$ cat src/rtl/gb_io_pkg.sv
// Shared I/O-block types: timer register selects, timer sequencer states and
// the TAC input-clock tap table.
package gb_io_pkg;

  typedef enum logic [1:0] {TIMER_DIV, TIMER_TIMA, TIMER_TMA, TIMER_TAC} timer_reg_t;

  typedef enum logic [1:0] {TIM_RUN, TIM_OVF, TIM_RELOAD} timer_state_t;

  // System-counter bit watched by TIMA for each TAC[1:0] clock select.
  localparam int TAC_TAP [4] = '{9, 3, 5, 7};

  function automatic logic [3:0] tac_tap_bit(input logic [1:0] sel);
    return 4'(TAC_TAP[sel]);
  endfunction

endpackage

$ cat src/rtl/timer_tap_edge.sv
// TIMA clock detector: selects the TAC tap of the (post-update) system counter,
// gates it with the enable bit and flags a 1->0 transition on the current tick.
module timer_tap_edge
  import gb_io_pkg::*;
(
  input  logic        clk,
  input  logic        reset,
  input  logic        tick,
  input  logic [15:0] counter,
  input  logic [2:0]  tac,
  output logic        fall
);

  logic s_now;
  logic s_prev;

  // Fed with next-state counter/TAC so DIV resets and TAC writes produce edges.
  assign s_now = tac[2] & counter[tac_tap_bit(tac[1:0])];
  assign fall  = tick & s_prev & ~s_now;

  always_ff @(posedge clk) begin
    if (reset) begin
      s_prev <= 1'b0;
    end else if (tick) begin
      s_prev <= s_now;
    end
  end

endmodule

$ cat src/rtl/gb_timer.sv
// DIV/TIMA/TMA/TAC timer: 16-bit system counter, TIMA overflow/reload
// sequencer, timer interrupt pulse and the APU frame-sequencer DIV tap.
module gb_timer
  import gb_io_pkg::*;
#(
  parameter int RELOAD_DELAY = 4
) (
  input  logic       clk,
  input  logic       reset,
  input  logic       tick,
  input  logic       double_speed,
  input  logic       target,
  input  logic [1:0] reg_select,
  input  logic       write,
  input  logic [7:0] wdata,
  output logic [7:0] rdata,
  output logic       irq,
  output logic       apu_div_bit
);

  localparam int CW = (RELOAD_DELAY > 1) ? $clog2(RELOAD_DELAY) : 1;

  timer_reg_t   sel;
  timer_state_t state;
  logic [15:0]  counter;
  logic [15:0]  counter_next;
  logic [7:0]   tima;
  logic [7:0]   tma;
  logic [7:0]   tma_next;
  logic [7:0]   reload_base;
  logic [2:0]   tac;
  logic [2:0]   tac_next;
  logic [CW-1:0] cnt;
  logic         wr;
  logic         wr_div;
  logic         wr_tima;
  logic         wr_tma;
  logic         wr_tac;
  logic         tap_fall;

  assign sel     = timer_reg_t'(reg_select);
  assign wr      = write & target & tick;
  assign wr_div  = wr & (sel == TIMER_DIV);
  assign wr_tima = wr & (sel == TIMER_TIMA);
  assign wr_tma  = wr & (sel == TIMER_TMA);
  assign wr_tac  = wr & (sel == TIMER_TAC);

  always_comb begin
    counter_next = wr_div ? 16'h0000 : counter + 16'd1;
    tac_next     = wr_tac ? wdata[2:0] : tac;
    tma_next     = wr_tma ? wdata : tma;
    // In RELOAD a TMA write lands in TIMA too; any tap edge then counts on top.
    reload_base  = wr_tma ? wdata : tima;
  end

  timer_tap_edge u_tap_edge (
    .clk     (clk),
    .reset   (reset),
    .tick    (tick),
    .counter (counter_next),
    .tac     (tac_next),
    .fall    (tap_fall)
  );

  always_ff @(posedge clk) begin
    if (reset) begin
      counter <= 16'h0000;
      tima    <= 8'h00;
      tma     <= 8'h00;
      tac     <= 3'b000;
      cnt     <= '0;
      irq     <= 1'b0;
      state   <= TIM_RUN;
    end else if (tick) begin
      counter <= counter_next;
      tac     <= tac_next;
      tma     <= tma_next;
      irq     <= 1'b0;
      case (state)
        TIM_RUN: begin
          if (wr_tima) begin
            tima <= wdata;
          end else if (tap_fall) begin
            if (tima == 8'hFF) begin
              tima  <= 8'h00;
              cnt   <= CW'(RELOAD_DELAY - 1);
              state <= TIM_OVF;
            end else begin
              tima <= tima + 8'd1;
            end
          end
        end
        TIM_OVF: begin
          if (wr_tima) begin
            tima  <= wdata;
            state <= TIM_RUN;
          end else if (cnt == '0) begin
            tima  <= tma_next;
            irq   <= 1'b1;
            state <= TIM_RELOAD;
          end else begin
            cnt <= cnt - CW'(1);
          end
        end
        TIM_RELOAD: begin
          state <= TIM_RUN;
          if (tap_fall) begin
            if (reload_base == 8'hFF) begin
              tima  <= 8'h00;
              cnt   <= CW'(RELOAD_DELAY - 1);
              state <= TIM_OVF;
            end else begin
              tima <= reload_base + 8'd1;
            end
          end else begin
            tima <= reload_base;
          end
        end
        default: state <= TIM_RUN;
      endcase
    end
  end

  always_comb begin
    rdata = 8'h00;
    case (sel)
      TIMER_DIV:  rdata = counter[15:8];
      TIMER_TIMA: rdata = tima;
      TIMER_TMA:  rdata = tma;
      TIMER_TAC:  rdata = {5'b11111, tac};
      default:    rdata = 8'h00;
    endcase
  end

  assign apu_div_bit = double_speed ? counter[13] : counter[12];

endmodule
$ cat config.mk
export PLATFORM = sky130hd
export DESIGN_NAME = gb_timer
export DESIGN_NICKNAME = d
export VERILOG_FILES = /design/src/rtl/gb_io_pkg.sv /design/src/rtl/timer_tap_edge.sv /design/src/rtl/gb_timer.sv
export SDC_FILE = /design/constraint.sdc
export NUM_CORES = 1
export LEC_CHECK = 0
export CORE_AREA = 2 2 74 76
export CTS_CLUSTER_SIZE = 25
export DETAILED_ROUTE_END_ITERATION = 16
export DIE_AREA = 0 0 76 78
export GPL_TIMING_DRIVEN = 0
export PLACE_DENSITY_LB_ADDON = 0.1
export SLEW_MARGIN = 0
export SYNTH_ARGS = -nofsm -noshare
export SYNTH_HDL_FRONTEND = slang
export SYNTH_HIERARCHICAL = 1
export SYNTH_SLANG_ARGS = --single-unit
$ cat constraint.sdc
create_clock -name clk -period 8.91 [get_ports clk]
set_input_delay 0.891 -clock clk [delete_from_list [all_inputs] [get_ports clk]]
set_output_delay 0.891 -clock clk [all_outputs]
set_load 0.05 [all_outputs]
; ---- Yosys cells after proc, flatten, opt, wreduce, memory -nomap -nowiden
; Cells that the tools add are included.
[word_totals]
ff_bits = 41
inputBits = 16
out_inout_bits = 10
[classes]
addsub = 4
magnitude_cmp = 2
n_eq_ne = 16
n_mux = 38
n_bitwise = 11
n_reduce_logical = 7
[op_table]
columns = op, n
row1 = 8-bit two-way mux, 9
row2 = 32-bit binary-select mux with 2-bit select, 1
row3 = 8-bit one-hot mux with 4 select lines, 1
row4 = 2-bit two-way mux, 12
row5 = 8-bit one-hot mux with 3 select lines, 1
row6 = 16-bit by 1-bit adder with 16-bit output (second input constant), 1
row7 = 8-bit by 1-bit adder with 8-bit output (second input constant), 2
row8 = 8-bit == test (second input constant), 2
row9 = 16-bit two-way mux, 1
row10 = 2-bit inequality test (second input constant), 7
row11 = 2-bit one-hot mux with 3 select lines, 2
row12 = 1-bit AND, 9
row13 = 9-bit AND reduction, 1
row14 = 4-bit two-way mux, 2
row15 = 1-bit two-way mux, 7
row16 = 2-bit == test (second input constant), 3
row17 = 2-bit zero test, 3
row18 = 3-bit inequality test (second input constant), 2
row19 = 4-bit by 5-bit less-than comparator with 1-bit output (second input constant), 1
row20 = 5-bit AND reduction, 1
row21 = 1-bit binary-select mux with 4-bit select, 1
row22 = 2-bit by 1-bit == test with 1-bit output (second input constant), 2
row23 = 4-bit AND reduction, 1
row24 = 3-bit greater-or-equal comparator (second input constant), 1
row25 = 5 further kinds, 5

; ---- Longest topological paths before layout
; Gate-level depths: netlist of the first run.
[logic_depth]
depth_word = 16
ltp_mapped = 14
mapped_depth_nobuf = 13

; ---- By module
; Netlist of the first run, hierarchy kept.
[modules_own_cells]
columns = mod, n_inst, cells_per_inst, area_per_inst_um2, seq_area_each_um2
row1 = gb_timer, 1, 393, 3067.9, 800.8
row2 = timer_tap_edge, 1, 8, 76.3, 20.0

; ---- Worst setup path after synthesis of the first run
; OpenSTA, ideal clock, no wires.
[synth_path]
path_kind = in2reg
from = input port reg_select[1]
to = register cnt[0]
setup_ps = 86
arrival_time_ps = 3517
setup_slack_ps = 5307
cell_stages = 12
path_buffers = 1
path_cell_list = buf_1 and3_1 mux2_2 mux2_1 nand3_1 and4_1 nand4b_1 o41ai_2 a31oi_2 and4bb_2 nor2_1 a211oi_1
[synth_between]
elab_chain_len = 14
word_cells_on_any_way = 27
classes_between = 9 x eq/ne / 8 x mux / 8 x bitwise / 2 x reduce/logical
[synth_lines]
columns = item, line
row1 = "start, declared", gb_timer.sv:13  ; input logic [1:0] reg_select,
row2 = 2-bit == test *, gb_timer.sv:46  ; assign wr_tac = wr & (sel == TIMER_TAC);
row3 = 1-bit AND *, gb_timer.sv:46
row4 = 3-bit two-way mux *, gb_timer.sv:50  ; tac_next = wr_tac ? wdata[2:0] : tac;
row5 = net tac_next[1], gb_timer.sv:32  ; logic [2:0] tac_next;
row6 = 2-bit NOT with 3-bit output (not written as such) *, gb_io_pkg.sv:13  ; return 4'(TAC_TAP[sel]);
row7 = 32-bit binary-select mux with 2-bit select *, gb_io_pkg.sv:13
row8 = 4-bit two-way mux (not written as such) * (2 in series), gb_io_pkg.sv:13
row9 = 1-bit binary-select mux with 4-bit select *, timer_tap_edge.sv:18  ; assign s_now = tac[2] & counter[tac_tap_bit(tac[1:0])];
row10 = 1-bit two-way mux (not written as such) *, timer_tap_edge.sv:18
row11 = 1-bit AND *, timer_tap_edge.sv:18
row12 = 1-bit NOT *, timer_tap_edge.sv:19  ; assign fall = tick & s_prev & ~s_now;
row13 = 1-bit AND *, timer_tap_edge.sv:19
row14 = net tap_fall, gb_timer.sv:39  ; logic tap_fall;
row15 = 2-bit inequality test (no source line), -
row16 = 9-bit AND reduction (no source line) *, -
row17 = "end signal, assigned", gb_timer.sv:86  ; cnt <= CW'(RELOAD_DELAY - 1);
row18 = "end signal, assigned", gb_timer.sv:102  ; cnt <= cnt - CW'(1);
row19 = "end signal, assigned", gb_timer.sv:110  ; cnt <= CW'(RELOAD_DELAY - 1);
row20 = "end, declared", gb_timer.sv:33  ; logic [CW-1:0] cnt;
; Mark *: on every way through the listed nets, which the timed path passes. The rest lies on a longest branch. The select of a mux whose other input is x is not followed.
; A chain may end at the register's enable or synchronous reset.

; ---- Final worst setup path of the first run
[layout_path]
from = input port reg_select[1]
to = register tima[2]
[layout_between]
elab_chain_len = 14
word_cells_on_any_way = 32
classes_between = 1 x add/sub / 6 x eq/ne / 15 x mux / 8 x bitwise / 2 x reduce/logical
[layout_lines]
columns = item, line
row1 = 2-bit == test *, gb_timer.sv:46
row2 = 1-bit AND *, gb_timer.sv:46
row3 = 3-bit two-way mux *, gb_timer.sv:50
row4 = net tac_next[1], gb_timer.sv:32
row5 = 2-bit NOT with 3-bit output (not written as such) *, gb_io_pkg.sv:13
row6 = 32-bit binary-select mux with 2-bit select *, gb_io_pkg.sv:13
row7 = 4-bit two-way mux (not written as such) * (2 in series), gb_io_pkg.sv:13
row8 = 1-bit binary-select mux with 4-bit select *, timer_tap_edge.sv:18
row9 = 1-bit two-way mux (not written as such) *, timer_tap_edge.sv:18
row10 = 1-bit AND *, timer_tap_edge.sv:18
row11 = 1-bit NOT *, timer_tap_edge.sv:19
row12 = 1-bit AND *, timer_tap_edge.sv:19
row13 = net tap_fall, gb_timer.sv:39
row14 = 3-bit inequality test (no source line) / 8-bit two-way mux (equally long branches), -
row15 = 4-bit AND reduction (no source line) / 8-bit one-hot mux with 3 select lines (equally long branches), -
row16 = "end signal, assigned", gb_timer.sv:82  ; tima <= wdata;
row17 = "end signal, assigned", gb_timer.sv:89  ; tima <= tima + 8'd1;
row18 = "end signal, assigned", gb_timer.sv:95  ; tima <= wdata;
row19 = "end, declared", gb_timer.sv:27  ; logic [7:0] tima;
; Marked as above.

==> metrics.csv, run 1 <==
stage;metric;value;unit
outcome;status;finished clean;
worst_setup_path;CP dominant cell by count;o22ai_1;
yosys;Syn Nets;412;
yosys;Syn. warnings;6;
cells_and_area;share of layout cells above drive strength 1;10.50;%
timing;skew final;8.314;ps
global_routing;initial antenna violation count;0;
die;site row count;26;
clocking;Skew-Pair Late Insertion Delay;310;ps
worst_setup_path;crit path DAT;4620;ps
timing;Max Slew Vio Count;0;
place;cell count after placement;481;
timing;final worst slack;4481;ps
clocking;deepest clock path buffer count;2;
die;die area;0.005928;mm²
yosys;post-synthesis cell count;388;
global_routing;GRT Residual Overflow;0;
yosys;Synth Area per Inst;7.910;µm²
worst_setup_path;Worst path slowest cell;clkdlybuf4s50_1;
worst_hold_path;Hold Path Class;reg2reg;
cells_and_area;antenna fix cells;0;
place;pre-CTS setup slack;4248;ps
cells_and_area;post-layout net count;442;
worst_setup_path;crit path cell chain;clkdlybuf4s50_1 > buf_1 > and3_1 > mux2_2 > mux2_1 > nand3_1 > and4_1 > o22ai_1 > a21oi_1 > buf_2 > o22ai_1 > a311oi_1;
global_routing;largest net degree at the start of global routing;16;
worst_setup_path;Worst path max stage delay;570;ps
detailed_routing;Initial DRC Count;258;
die;area of the core;0.005042;mm²
timing;FMAX;0.2258;GHz
place;port bufs;23;
worst_setup_path;class of the most critical setup path;in2reg;
cells_and_area;most frequent cells in the layout;nand2_1, nor2_1, dfxtp_1, clkdlybuf4s50_1, a21oi_1;
power;total power;0.3732;mW
timing;fin crit share;49.71;%
die;I/O pin total;26;
timing;final hold viol count;0;
yosys;Post-Syn Area;0.003069;mm²
detailed_routing;# DRC;0;
cells_and_area;Final Cell Area;0.003481;mm²
clocking;setup bufs post-CTS;0;
power;P_leak;1.261;nW
worst_setup_path;CP endpoint kind;register;
timing;setup violators final;0;
place;GPL Wtd Cong;0.9580;
die;starting density of the core;60.87;%
detailed_routing;routed length per instance;17.00;µm
timing;crit path time final;4429;ps
clocking;cts repair resizes;0;
timing;Slew HR;55.93;%
detailed_routing;via count;3125;
global_routing;first-pass GRT wire length;13320;µm
die;Die Ht;78;µm
power;Cell Pwr Density;107.2;mW/mm²
cells_and_area;fillers;440;
worst_setup_path;WP data required;9100;ps
detailed_routing;Total Wirelength;8312;µm
worst_setup_path;crit-path max FO;10;
cells_and_area;Final Non-Filler Cells;489;
clocking;CTS sink count;41;
cells_and_area;commonest non-fill, non-tap cell in the layout;nand2_1;
clocking;Worst-path clk slew;90;ps
clocking;hold_buf cts;0;
global_routing;All-Layer GR Usage;28.17;%
clocking;H-tree Lvls;2;
detailed_routing;1st-pass router iterations;5;
flow_run;max cap viols;0;
timing;setup TNS;0;ps
cells_and_area;Area Overhead vs Synth;13.41;%
die;die width;76;µm
timing;RSZ-0062 raised after global routing;false;
place;post-DP HPWL;6143;µm
power;maximum vdd drop;0.09206;mV
detailed_routing;final antenna-violating net count;0;
worst_setup_path;R2R setup slack;5530;ps
global_routing;vias in the first global route;2760;
place;Placement Cell Area;0.003387;mm²
timing;worst-margin pin slew;661.0;ps
clocking;root buf cell;clkbuf_8;
detailed_routing;Via density;6.391;
worst_setup_path;CP Launch Type;input pin;
clocking;CTS tree;done;
clocking;Num CTS Buffers;5;
## layer usage
| layer | global-route usage [%] | vias to the layer above | share of wire, % | wire (µm) |
|---|---|---|---|---|
| met5 | 0 | - | 0 | 0 |
| met2 | 47.32 | 149 | 45 | 3762 |
| met3 | 4.302 | 30 | 8.1 | 675 |
| li1 | - | 1461 | - | - |
| met1 | 36.90 | 1485 | 44 | 3642 |
| met4 | 10.18 | 0 | 2.8 | 231 |
## worst paths after layout
check,startpoint,to,cells past startpoint
min reg2reg,tma[2],tma[2],2
max reg2reg,counter[2],tima[2],13
max,reg_select[1],tima[2],12
min,tma[2],tma[2],2
## stage by stage
step / hold slack, ps / util, %
global route: 497.5 / 69.03
CTS: 476.1 / 69.03
detailed placement: 463.6 / 67.17
floorplan: 436.7 / -
finish: 477.9 / 69.03
global placement: 455.6 / 67.17
## critical path, delay by kind of cell
| family | cells | cell delay (ps) |
|---|---|---|
| AO/OA/AOI/OAI | 4 | 880 |
| buffers and inverters | 3 | 1310 |
| multiplexers | 2 | 720 |
| AND/OR/NAND/NOR | 3 | 810 |
## sequential cells by signal, indices dropped and copies added, names as in the netlist
signal	cells
cnt	2
counter	16
irq	1
state	2
tac	3
tima	8
tma	8
u_tap_edge/s_prev	1
## cell type report
type / instances / area (µm²) / share of cell area [%]
Sequential cell: 41 / 820.8 / 23.58
Buffer: 30 / 131.4 / 3.774
Timing Repair Buffer: 23 / 230.2 / 6.614
Multi-Input combinational cell: 307 / 2079 / 59.74
Clock buffer: 5 / 68.82 / 1.977
Inverter: 10 / 37.54 / 1.078
Clock inverter: 3 / 25.02 / 0.7189
Tap cell: 70 / 87.58 / 2.516
## where the power goes
part	internal [mW]	leakage (nW)	switching, mW
Combinational	0.0204	0.885	0.0337
Sequential	0.185	0.331	0.00191
Clock	0.0567	0.0447	0.0754
Total	0.262	1.26	0.111
No activity file was read; power rests on OpenSTA's default activity.
==> inputs of run 2 (changes only) <==
CORE_AREA = 2 2 81 83   (was 2 2 74 76)
DIE_AREA = 0 0 83 85   (was 0 0 76 78)
clock period = 3.63 ns   (was 8.91 ns; I/O delays follow)
==> metrics.csv, run 2 (synthesis gave the netlist of run 1 again) <==
stage;metric;value;unit
cells_and_area;post-layout net count;442;
global_routing;largest net degree at the start of global routing;16;
clocking;Worst-path clk slew;90;ps
detailed_routing;Via density;6.060;
worst_setup_path;class of the most critical setup path;in2reg;
power;Cell Pwr Density;264.7;mW/mm²
detailed_routing;Top Metal Used;met4;
clocking;deepest clock path buffer count;2;
cells_and_area;most frequent cells in the layout;nand2_1, nor2_1, dfxtp_1, a21oi_1, clkdlybuf4s50_1;
power;maximum vdd drop;0.1473;mV
die;area of the core;0.006205;mm²
worst_setup_path;R2R setup slack;370;ps
timing;fin crit share;96.21;%
detailed_routing;via count;3006;
power;Clock power frac;36.1;%
worst_setup_path;CP Launch Type;input pin;
power;sequential power share;49.3;%
worst_setup_path;CP endpoint kind;register;
worst_setup_path;Worst path slowest cell;clkdlybuf4s50_1;
detailed_routing;1st-pass router iterations;5;
die;I/O pin total;26;
global_routing;initial antenna violation count;0;
die;die width;83;µm
clocking;H-tree Lvls;2;
timing;Slew HR;53.91;%
detailed_routing;met2 routed WL;3920;µm
worst_setup_path;crit path DAT;3720;ps
die;site row count;29;
detailed_routing;metal3 WL;530;µm
detailed_routing;Total Wirelength;8805;µm
place;Placement Cell Area;0.003396;mm²
detailed_routing;final antenna-violating net count;0;
power;P_leak;1.278;nW
timing;RSZ-0062 raised after global routing;false;
worst_setup_path;Worst path max stage delay;570;ps
clocking;CTS tree;done;
flow_run;max cap viols;0;
global_routing;All-Layer GR Usage;25.12;%
timing;setup TNS;0;ps
die;die area;0.007055;mm²
detailed_routing;# DRC;0;
worst_setup_path;crit-path max FO;10;
worst_hold_path;Hold Path Class;in2reg;
outcome;status;finished clean;
timing;setup violators final;0;
die;Die Ht;85;µm
clocking;root buf cell;clkbuf_8;
worst_setup_path;WP data required;3860;ps
cells_and_area;share of layout cells above drive strength 1;11.93;%
power;part of the power in combinational logic;14.6;%
cells_and_area;antenna fix cells;0;
cells_and_area;max reg flops;16;
global_routing;GRT Residual Overflow;0;
clocking;CTS sink count;41;
timing;worst-margin pin slew;691.3;ps
die;starting density of the core;49.47;%
power;P_int;0.6460;mW
clocking;Skew-Pair Late Insertion Delay;310;ps
detailed_routing;met1 wire length;4155;µm
power;Sw Ratio;30.68;%
worst_setup_path;crit path cell chain;clkdlybuf4s50_1 > clkbuf_4 > and3_2 > mux2_2 > mux2_1 > nand3_1 > and4_4 > nand4b_1 > o41ai_2 > a31oi_2 > and4bb_2 > nor2_1 > a211oi_1;
worst_setup_path;Worst path top cell family by delay;simple AND/OR/NAND/NOR gates;
cells_and_area;commonest non-fill, non-tap cell in the layout;nand2_1;
detailed_routing;routed length per instance;17.75;µm
timing;crit path time final;3493;ps
timing;skew final;2.680;ps
cells_and_area;Reg with most FFs;counter;
global_routing;vias in the first global route;2731;
clocking;Num CTS Buffers;5;
worst_setup_path;CP Buf/Inv Count;2;
place;port bufs;23;
place;post-DP HPWL;6430;µm
cells_and_area;Area Overhead vs Synth;14.72;%
cells_and_area;Final Cell Area;0.003521;mm²
global_routing;first-pass GRT wire length;14200;µm
power;Sw Pwr;0.2859;mW
timing;final hold viol count;0;
timing;Max Slew Vio Count;0;
clocking;setup bufs post-CTS;0;
cells_and_area;largest registers;counter (16), tima (8), tma (8);
timing;FMAX;0.2863;GHz
detailed_routing;Initial DRC Count;275;
place;GPL Wtd Cong;0.9246;
-- run 2: area by class of cell --
type | count | area [µm²]
fill | 604 | 2684
tap | 77 | 96.34
inverter | 10 | 37.54
sequential | 41 | 820.8
clock buffer | 5 | 68.82
buffer | 30 | 145.1
clock inverter | 3 | 25.02
multi-input combinational | 307 | 2095
timing repair buffer | 23 | 232.7
-- run 2: path summary, 6_finish.rpt --
| kind | startpoint | to | depth (start not counted) |
|---|---|---|---|
| hold reg to reg | cnt[0] | cnt[0] | 1 |
| setup / recovery | reg_select[0] | cnt[0] | 13 |
| setup reg to reg | counter[2] | cnt[0] | 14 |
| hold / removal | wdata[3] | tma[3] | 3 |
-- run 2: worst register-to-register path, stage by stage (launching register included) --
cell      delay [ps]
dfxtp_1          430
and4_1           210
clkbuf_1         280
nand4_1          150
xor2_1           160
nor2_1            70
mux2_1           320
nand3_1          110
and4_4           300
nand4b_1         150
o41ai_2          260
a31oi_2          150
and4bb_2         360
nor2_1            40
a211oi_1         200
-- run 2: power groups by stage --
stage / Combinational (mW) / Clock, mW / Sequential [mW]
after floorplan: 0.0812 / 0 / 0.468
after global placement: 0.130 / 0 / 0.470
after detailed placement: 0.132 / 0 / 0.470
after CTS: 0.134 / 0.342 / 0.459
after global routing: 0.146 / 0.356 / 0.460
final: 0.136 / 0.336 / 0.460
-- run 2: what timing repair did --
item	CTS	global route
cloned	0	0
hold buffers	0	0
endpoints found under the setup margin	10	8
pin swaps	0	1
hold endpoints to repair	0	0
resized for setup	7	6
-- run 2: through the flow --
step	std cells	setup slack (ps)	hold slack (ps)	utilization (%)	total power, mW
3_5_place_dp	488	-616.2	455.7	54.73	0.6014
5_1_grt	496	7.968	386.9	56.75	0.9615
3_3_place_gp	488	-589.1	457.2	54.73	0.5999
6_report	496	137.5	370.0	56.75	0.9319
2_1_floorplan	388	555.3	435.1	-	0.5496
4_1_cts	496	30.94	361.6	56.54	0.9350
-- run 2: routing by layer --
metal | vias up | global-route usage, %
met5 | - | 0
met3 | 18 | 3.794
met1 | 1440 | 35.93
met2 | 95 | 38.49
li1 | 1453 | -
met4 | 0 | 9.091
